File: config.mk
export PLATFORM = sky130hd
export DESIGN_NAME = uart_ram_loader
export DESIGN_NICKNAME = d
export VERILOG_FILES = /design/src/rtl/uart_ram_loader.sv
export SDC_FILE = /design/constraint.sdc
export NUM_CORES = 1
export LEC_CHECK = 0
export ABC_AREA = 1
export CORE_AREA = 2 2 97 99
export CTS_CLUSTER_DIAMETER = 200
export DETAILED_ROUTE_END_ITERATION = 8
export DIE_AREA = 0 0 99 101
export PLACE_DENSITY_LB_ADDON = 0.12
export REMOVE_ABC_BUFFERS = 1
export SYNTH_ARGS = -nofsm -noshare
export SYNTH_HDL_FRONTEND = slang
export SYNTH_SLANG_ARGS = --single-unit
File: constraint.sdc
create_clock -name CLOCK_50 -period 2.02 [get_ports CLOCK_50]
set_input_delay 0.202 -clock CLOCK_50 [delete_from_list [all_inputs] [get_ports CLOCK_50]]
set_output_delay 0.202 -clock CLOCK_50 [all_outputs]
set_load 0.005 [all_outputs]
File: src/rtl/uart_ram_loader.sv
// uart_ram_loader: serial program loader for the 256x8 program/video RAM.
//
// Receives 8N1 UART bytes on rx and frames them as a load packet:
//   SYNC_BYTE, N (0 means 256), N data bytes [, checksum byte]
// The payload is written to RAM starting at address 0. While a packet is in
// flight, and after any aborted packet, cpu_hold keeps the CPU in reset and
// gives this block ownership of the RAM write port. Only a successful packet
// releases cpu_hold.
//
// Optional feature: define UART_LOADER_CHECKSUM_EN to expect a trailing
// checksum byte (8-bit sum of N and all data bytes). On a checksum mismatch
// the packet ends with err=1 and cpu_hold left high.
//
// Ports:
//   CLOCK_50   in   system clock
//   reset      in   asynchronous, active-high reset
//   rx         in   UART receive line, idle high, asynchronous to CLOCK_50
//   mem_we     out  one-cycle RAM write strobe
//   mem_addr   out  RAM write address
//   mem_wdata  out  RAM write data
//   cpu_hold   out  1 = CPU held in reset, RAM port owned by the loader
//   done       out  sticky, last packet completed successfully
//   err        out  sticky, last packet aborted
module uart_ram_loader #(
    parameter int unsigned CLK_HZ    = 50000000,
    parameter int unsigned BAUD      = 115200,
    parameter logic [7:0]  SYNC_BYTE = 8'hA5
) (
    input  logic       CLOCK_50,
    input  logic       reset,
    input  logic       rx,
    output logic       mem_we,
    output logic [7:0] mem_addr,
    output logic [7:0] mem_wdata,
    output logic       cpu_hold,
    output logic       done,
    output logic       err
);

    localparam int unsigned DIV = (CLK_HZ + BAUD / 2) / BAUD;
    localparam int unsigned CW  = $clog2(DIV + 1);
    localparam logic [CW-1:0] DivM1 = CW'(DIV - 1);
    localparam logic [CW-1:0] Half  = CW'(DIV / 2);

    typedef enum logic [1:0] {RxIdle, RxStart, RxData, RxStop} rx_state_e;
    typedef enum logic [1:0] {
        PIdle, PCount, PData
`ifdef UART_LOADER_CHECKSUM_EN
        , PChk
`endif
    } p_state_e;

    // ---------------- rx synchroniser ----------------
    logic rx_meta_q, rx_sync_q, rx_prev_q;

    always_ff @(posedge CLOCK_50 or posedge reset) begin
        if (reset) begin
            rx_meta_q <= 1'b1;
            rx_sync_q <= 1'b1;
            rx_prev_q <= 1'b1;
        end else begin
            rx_meta_q <= rx;
            rx_sync_q <= rx_meta_q;
            rx_prev_q <= rx_sync_q;
        end
    end

    // ---------------- byte receiver ----------------
    rx_state_e     rx_state_q, rx_state_d;
    logic [CW-1:0] cnt_q, cnt_d;
    logic [2:0]    bit_idx_q, bit_idx_d;
    logic [7:0]    shift_q, shift_d;
    logic          byte_valid, frame_err;

    always_ff @(posedge CLOCK_50 or posedge reset) begin
        if (reset) begin
            rx_state_q <= RxIdle;
            cnt_q      <= '0;
            bit_idx_q  <= '0;
            shift_q    <= '0;
        end else begin
            rx_state_q <= rx_state_d;
            cnt_q      <= cnt_d;
            bit_idx_q  <= bit_idx_d;
            shift_q    <= shift_d;
        end
    end

    always_comb begin
        rx_state_d = rx_state_q;
        cnt_d      = cnt_q;
        bit_idx_d  = bit_idx_q;
        shift_d    = shift_q;
        byte_valid = 1'b0;
        frame_err  = 1'b0;
        unique case (rx_state_q)
            RxIdle: begin
                if (rx_prev_q && !rx_sync_q) begin
                    rx_state_d = RxStart;
                    cnt_d      = Half;
                end
            end
            RxStart: begin
                if (cnt_q == '0) begin
                    // Line back high at mid start bit: treat as a glitch.
                    if (rx_sync_q) begin
                        rx_state_d = RxIdle;
                    end else begin
                        rx_state_d = RxData;
                        cnt_d      = DivM1;
                        bit_idx_d  = '0;
                    end
                end else begin
                    cnt_d = cnt_q - CW'(1);
                end
            end
            RxData: begin
                if (cnt_q == '0) begin
                    shift_d   = {rx_sync_q, shift_q[7:1]};
                    cnt_d     = DivM1;
                    bit_idx_d = bit_idx_q + 3'd1;
                    if (bit_idx_q == 3'd7) rx_state_d = RxStop;
                end else begin
                    cnt_d = cnt_q - CW'(1);
                end
            end
            RxStop: begin
                if (cnt_q == '0) begin
                    rx_state_d = RxIdle;
                    byte_valid = rx_sync_q;
                    frame_err  = !rx_sync_q;
                end else begin
                    cnt_d = cnt_q - CW'(1);
                end
            end
            default: rx_state_d = RxIdle;
        endcase
    end

    // ---------------- packet framer ----------------
    p_state_e   p_state_q, p_state_d;
    logic [8:0] rem_q, rem_d;
    logic       mem_we_q, mem_we_d;
    logic [7:0] mem_addr_q, mem_addr_d;
    logic [7:0] mem_wdata_q, mem_wdata_d;
    logic       cpu_hold_q, cpu_hold_d;
    logic       done_q, done_d;
    logic       err_q, err_d;
    logic [7:0] sum_q, sum_d;

    always_ff @(posedge CLOCK_50 or posedge reset) begin
        if (reset) begin
            p_state_q   <= PIdle;
            rem_q       <= '0;
            mem_we_q    <= 1'b0;
            mem_addr_q  <= '0;
            mem_wdata_q <= '0;
            cpu_hold_q  <= 1'b0;
            done_q      <= 1'b0;
            err_q       <= 1'b0;
            sum_q       <= '0;
        end else begin
            p_state_q   <= p_state_d;
            rem_q       <= rem_d;
            mem_we_q    <= mem_we_d;
            mem_addr_q  <= mem_addr_d;
            mem_wdata_q <= mem_wdata_d;
            cpu_hold_q  <= cpu_hold_d;
            done_q      <= done_d;
            err_q       <= err_d;
            sum_q       <= sum_d;
        end
    end

    always_comb begin
        p_state_d   = p_state_q;
        rem_d       = rem_q;
        mem_we_d    = 1'b0;
        mem_addr_d  = mem_addr_q;
        mem_wdata_d = mem_wdata_q;
        cpu_hold_d  = cpu_hold_q;
        done_d      = done_q;
        err_d       = err_q;
        sum_d       = sum_q;

        unique case (p_state_q)
            PIdle: begin
                if (byte_valid && shift_q == SYNC_BYTE) begin
                    cpu_hold_d = 1'b1;
                    done_d     = 1'b0;
                    err_d      = 1'b0;
                    mem_addr_d = '0;
                    p_state_d  = PCount;
                end
            end
            PCount: begin
                if (byte_valid) begin
                    rem_d     = (shift_q == 8'd0) ? 9'd256 : {1'b0, shift_q};
                    sum_d     = shift_q;
                    p_state_d = PData;
                end
            end
            PData: begin
                if (byte_valid) begin
                    mem_wdata_d = shift_q;
                    mem_we_d    = 1'b1;
                    sum_d       = sum_q + shift_q;
                end
            end
`ifdef UART_LOADER_CHECKSUM_EN
            PChk: begin
                if (byte_valid) begin
                    p_state_d = PIdle;
                    if (shift_q == sum_q) begin
                        done_d     = 1'b1;
                        cpu_hold_d = 1'b0;
                    end else begin
                        err_d = 1'b1;
                    end
                end
            end
`endif
            default: p_state_d = PIdle;
        endcase

        // Aborted packets leave cpu_hold set so a partial image never runs.
        if (frame_err && p_state_q != PIdle) begin
            err_d     = 1'b1;
            mem_we_d  = 1'b0;
            p_state_d = PIdle;
        end

        // Post-write bookkeeping happens in the cycle the strobe is visible.
        if (mem_we_q) begin
            mem_addr_d = mem_addr_q + 8'd1;
            rem_d      = rem_q - 9'd1;
            if (rem_q == 9'd1) begin
`ifdef UART_LOADER_CHECKSUM_EN
                p_state_d  = PChk;
`else
                p_state_d  = PIdle;
                done_d     = 1'b1;
                cpu_hold_d = 1'b0;
`endif
            end
        end
    end

    assign mem_we    = mem_we_q;
    assign mem_addr  = mem_addr_q;
    assign mem_wdata = mem_wdata_q;
    assign cpu_hold  = cpu_hold_q;
    assign done      = done_q;
    assign err       = err_q;

endmodule

==> flow_metrics.env <==
export IMPL_status="complete, no violations"
export IMPL_cts_resized=0
export IMPL_switching_power_mw=1.03
export IMPL_grt_max_degree=24
export IMPL_clock_path_buffers=2
export IMPL_synth_top_family_by_area="simple AND/OR/NAND/NOR gates"
export IMPL_grt_pass1_vias=2524
export IMPL_cts_sinks=56
export IMPL_die_area_sq_um=10000
export IMPL_async_flop_share=1.00
export IMPL_ctsHoldBuffers=0
export IMPL_hold_viol=0
export IMPL_ios=23
export IMPL_viasPerCell=4.72
export IMPL_area_delta_synth_final_pct=16.0
export IMPL_yosys_area_top_type="dfrtp_1"
export IMPL_drt_pass1_iter_count=4
export IMPL_cts_root_buffer="clkbuf_8"
export IMPL_power_leakage_nw=1.83
export IMPL_place_area_sq_um=3430
export IMPL_dp_hpwl_microns=5140
export IMPL_rsz0062_at_grt="false"
export IMPL_drive_above_1_share=0.0673
export IMPL_critPathMaxStageDelay_ns=0.39
export IMPL_nFillCells=928
export IMPL_synth_top_cell_area_share=0.437
export IMPL_pwr_share_seq=0.464
export IMPL_fin_area_sq_um=3520
export IMPL_row_count=35
export IMPL_synthFlopType="dfrtp_1"
export IMPL_wl_per_cell_microns=12.7
export IMPL_grt_pass1_wl_microns=12000
export IMPL_combPwrFrac=0.304
export IMPL_dp_cells=534
export IMPL_synthMuxAreaShare=0
export IMPL_synth_compound_area_share=0.0890
export IMPL_gp_congestion=0.876
export IMPL_postCtsSetupBuffers=0
export IMPL_num_nets_final=444
export IMPL_synth_adder_area_share=0.0453
export IMPL_htreeDepth=2
export IMPL_clock_skew_final_ns=0.0112
export IMPL_drt_wl_total_microns=6890
export IMPL_holdWs_ns=0.210
export IMPL_clock_fmax_mhz=553
export IMPL_synth_edf_count=0
export IMPL_period_share=0.896
export IMPL_syn_area_sq_um=3040
export IMPL_ys_top_cells_by_area="dfrtp_1 (44%), nand2_1 (15%), inv_1 (6.1%)"
export IMPL_ys_seq_elements=56
export IMPL_worst_slew_pin_slew_ns=0.577
export IMPL_worst_slew_margin_rel=0.614
export IMPL_clk_pin_slew_ns=0.11
export IMPL_power_density_nw_per_um2=805
export IMPL_drc=0
export IMPL_yosys_warnings=0
export IMPL_synth_xor_area_frac=0.0115
export IMPL_avgSynthCellArea_sq_um=7.59
export IMPL_synth_simple_gate_area_share=0.318
export IMPL_vdd_drop_max_uv=485
export IMPL_cap_violations=0
export IMPL_swShare=0.365
export IMPL_synth_distinct_cells=31
export IMPL_path_cells="inv_1 > ha_1 > nand2_1 > nor2_1 > nand3_1 > inv_2 > nand2_2 > inv_1 > nand2_1 > o21ai_1"
export IMPL_internal_power_mw=1.80
export IMPL_pwr_share_clk=0.232
export IMPL_cp_start_kind="flop"
export IMPL_holdCritPathClass="in -> async"
export IMPL_ant_nets=0
export IMPL_final_cells=542
export IMPL_drtIter0Drc=145
export IMPL_grt_ovfl_total=0
export IMPL_cp_num_buf_inv=3
export IMPL_diodes=0
export IMPL_critPathArrivalTime_ns=2.05
export IMPL_start_util=0.338
export IMPL_clk_latency_ns=0.31
export IMPL_seq_area_frac_synth=0.463
export IMPL_endpoint_kind="flop"
export IMPL_cts_tree="done"
export IMPL_cp_required_ns=2.26
export IMPL_criticalPathCategory="reg -> reg"
export IMPL_cts_buffers_inserted=5
export IMPL_slew_violations=0
export IMPL_power_mw=2.83
export IMPL_syn_inst=400
export IMPL_grt_total_usage=0.148
export IMPL_core_sq_um=8980
export IMPL_fin_tns_setup_ns=0
export IMPL_dieWidth_microns=99
export IMPL_path_delay_family="simple AND/OR/NAND/NOR gates"
export IMPL_antenna_found_initial=0
export IMPL_die_y_microns=101
export IMPL_path_max_fanout=15
export IMPL_dr_total_vias=2560
export IMPL_finalSetupViolCount=0
export IMPL_slowest_stage="dfrtp_1"
export IMPL_finalCriticalPeriod_ns=1.81
export IMPL_port_buffer_count=22
[cells in the final DEF (no fill, tap or decap), types with 2 or more instances in the layout]
master	count
ha_1	11
o211ai_1	2
dfstp_2	3
nand2_1	124
xor2_1	4
buf_12	2
nand3_1	36
nor2_1	38
or2_2	2
o21ai_1	6
nor3_1	4
buf_4	3
inv_1	48
dfrtp_1	53
nand2_2	4
clkinv_1	2
inv_2	2
clkdlybuf4s50_1	22
a21oi_1	11
clkbuf_8	6
o21ai_0	28
nand4_1	7
[cell type report]
class                           instances  area, sq um  area share
Tap cell                              111          139      0.0394
Clock buffer                            7         86.3      0.0245
Clock inverter                          1         7.51     0.00213
Multi-Input combinational cell        288         1410       0.400
Sequential cell                        56         1410       0.399
Timing Repair Buffer                   27          283      0.0803
Inverter                               52          195      0.0554
[logic make-up after synthesis]
kind of cell	Yosys count
XOR/XNOR	4
AND/OR/NAND/NOR	222
flip-flops	56
buffers and inverters	56
AO/OA/AOI/OAI	51
adder cells (fa/ha/maj)	11
[layer usage]
metal	global-route usage	share of wire	vias up
met3	0.0270	0.026	4
li1	-	-	1337
met4	0.0411	0.0083	0
met2	0.240	0.47	32
met1	0.205	0.50	1187
met5	0	0	-
[stage by stage]
step / worst slack [ns] / utilization
after floorplan: 0.322 / -
after detailed placement: 0.227 / 0.382
final: 0.211 / 0.392
after CTS: 0.205 / 0.392
after global placement: 0.291 / 0.382
after global routing: 0.0166 / 0.392
[flip-flops by register name, indices dropped and copies added, names as in the netlist, 2 cells and up, named ones only]
signal     flops
shift_q        8
mem_wdata      8
p_state_q      2
mem_addr       8
rem_q          9
cnt_q          9
bit_idx_q      3
[worst paths after layout]
check / slack, ns / from / end / depth (start not counted)
setup / recovery: 0.21 / cnt_q[0]$_DFFE_PP0P_ / bit_idx_q[0]$_DFFE_PP0P_ / 10
hold / removal: 0.21 / reset / mem_we$_DFF_PP0_ / 2
setup reg to reg: 0.21 / cnt_q[0]$_DFFE_PP0P_ / bit_idx_q[0]$_DFFE_PP0P_ / 10
hold reg to reg: 0.36 / rx_meta_q$_DFF_PP1_ / rx_sync_q$_DFF_PP1_ / 0
max in group asynchronous: 1.24 / reset / rx_prev_q$_DFF_PP1_ / 3
min in group CLOCK_50: 0.29 / rx / rx_meta_q$_DFF_PP1_ / 1
[cell usage after synthesis (2+ instances only)]
master and instances:
xor2_1 4, o21ai_1 6, nor2_1 38, nand2_2 4
or2_2 2, nand2_1 124, o211ai_1 2, clkbuf_1 2
ha_1 11, dfrtp_1 53, dfstp_2 3, inv_1 49
o21ai_0 28, nand4_1 7, buf_6 2, clkinv_1 2
nor3_1 4, nand3_1 36, a21oi_1 11
[power by group through the flow]
stage                     Combinational (mW)  Sequential, mW  Clock [mW]
after CTS                              0.868            1.32       0.695
after global routing                    1.01            1.34       0.735
final                                  0.861            1.32       0.657
after detailed placement               0.867            1.34           0
after floorplan                        0.686            1.31           0
after global placement                 0.867            1.34           0
[worst reg2reg max path, stage by stage, from the launching register on]
cell and delay, ns:
dfrtp_1 0.39, inv_1 0.10, ha_1 0.25, nand2_1 0.08, nor2_1 0.13, nand3_1 0.18, inv_2 0.12, nand2_2 0.16
inv_1 0.17, nand2_1 0.07, o21ai_1 0.11
No activity file was read; power rests on OpenSTA's default activity.
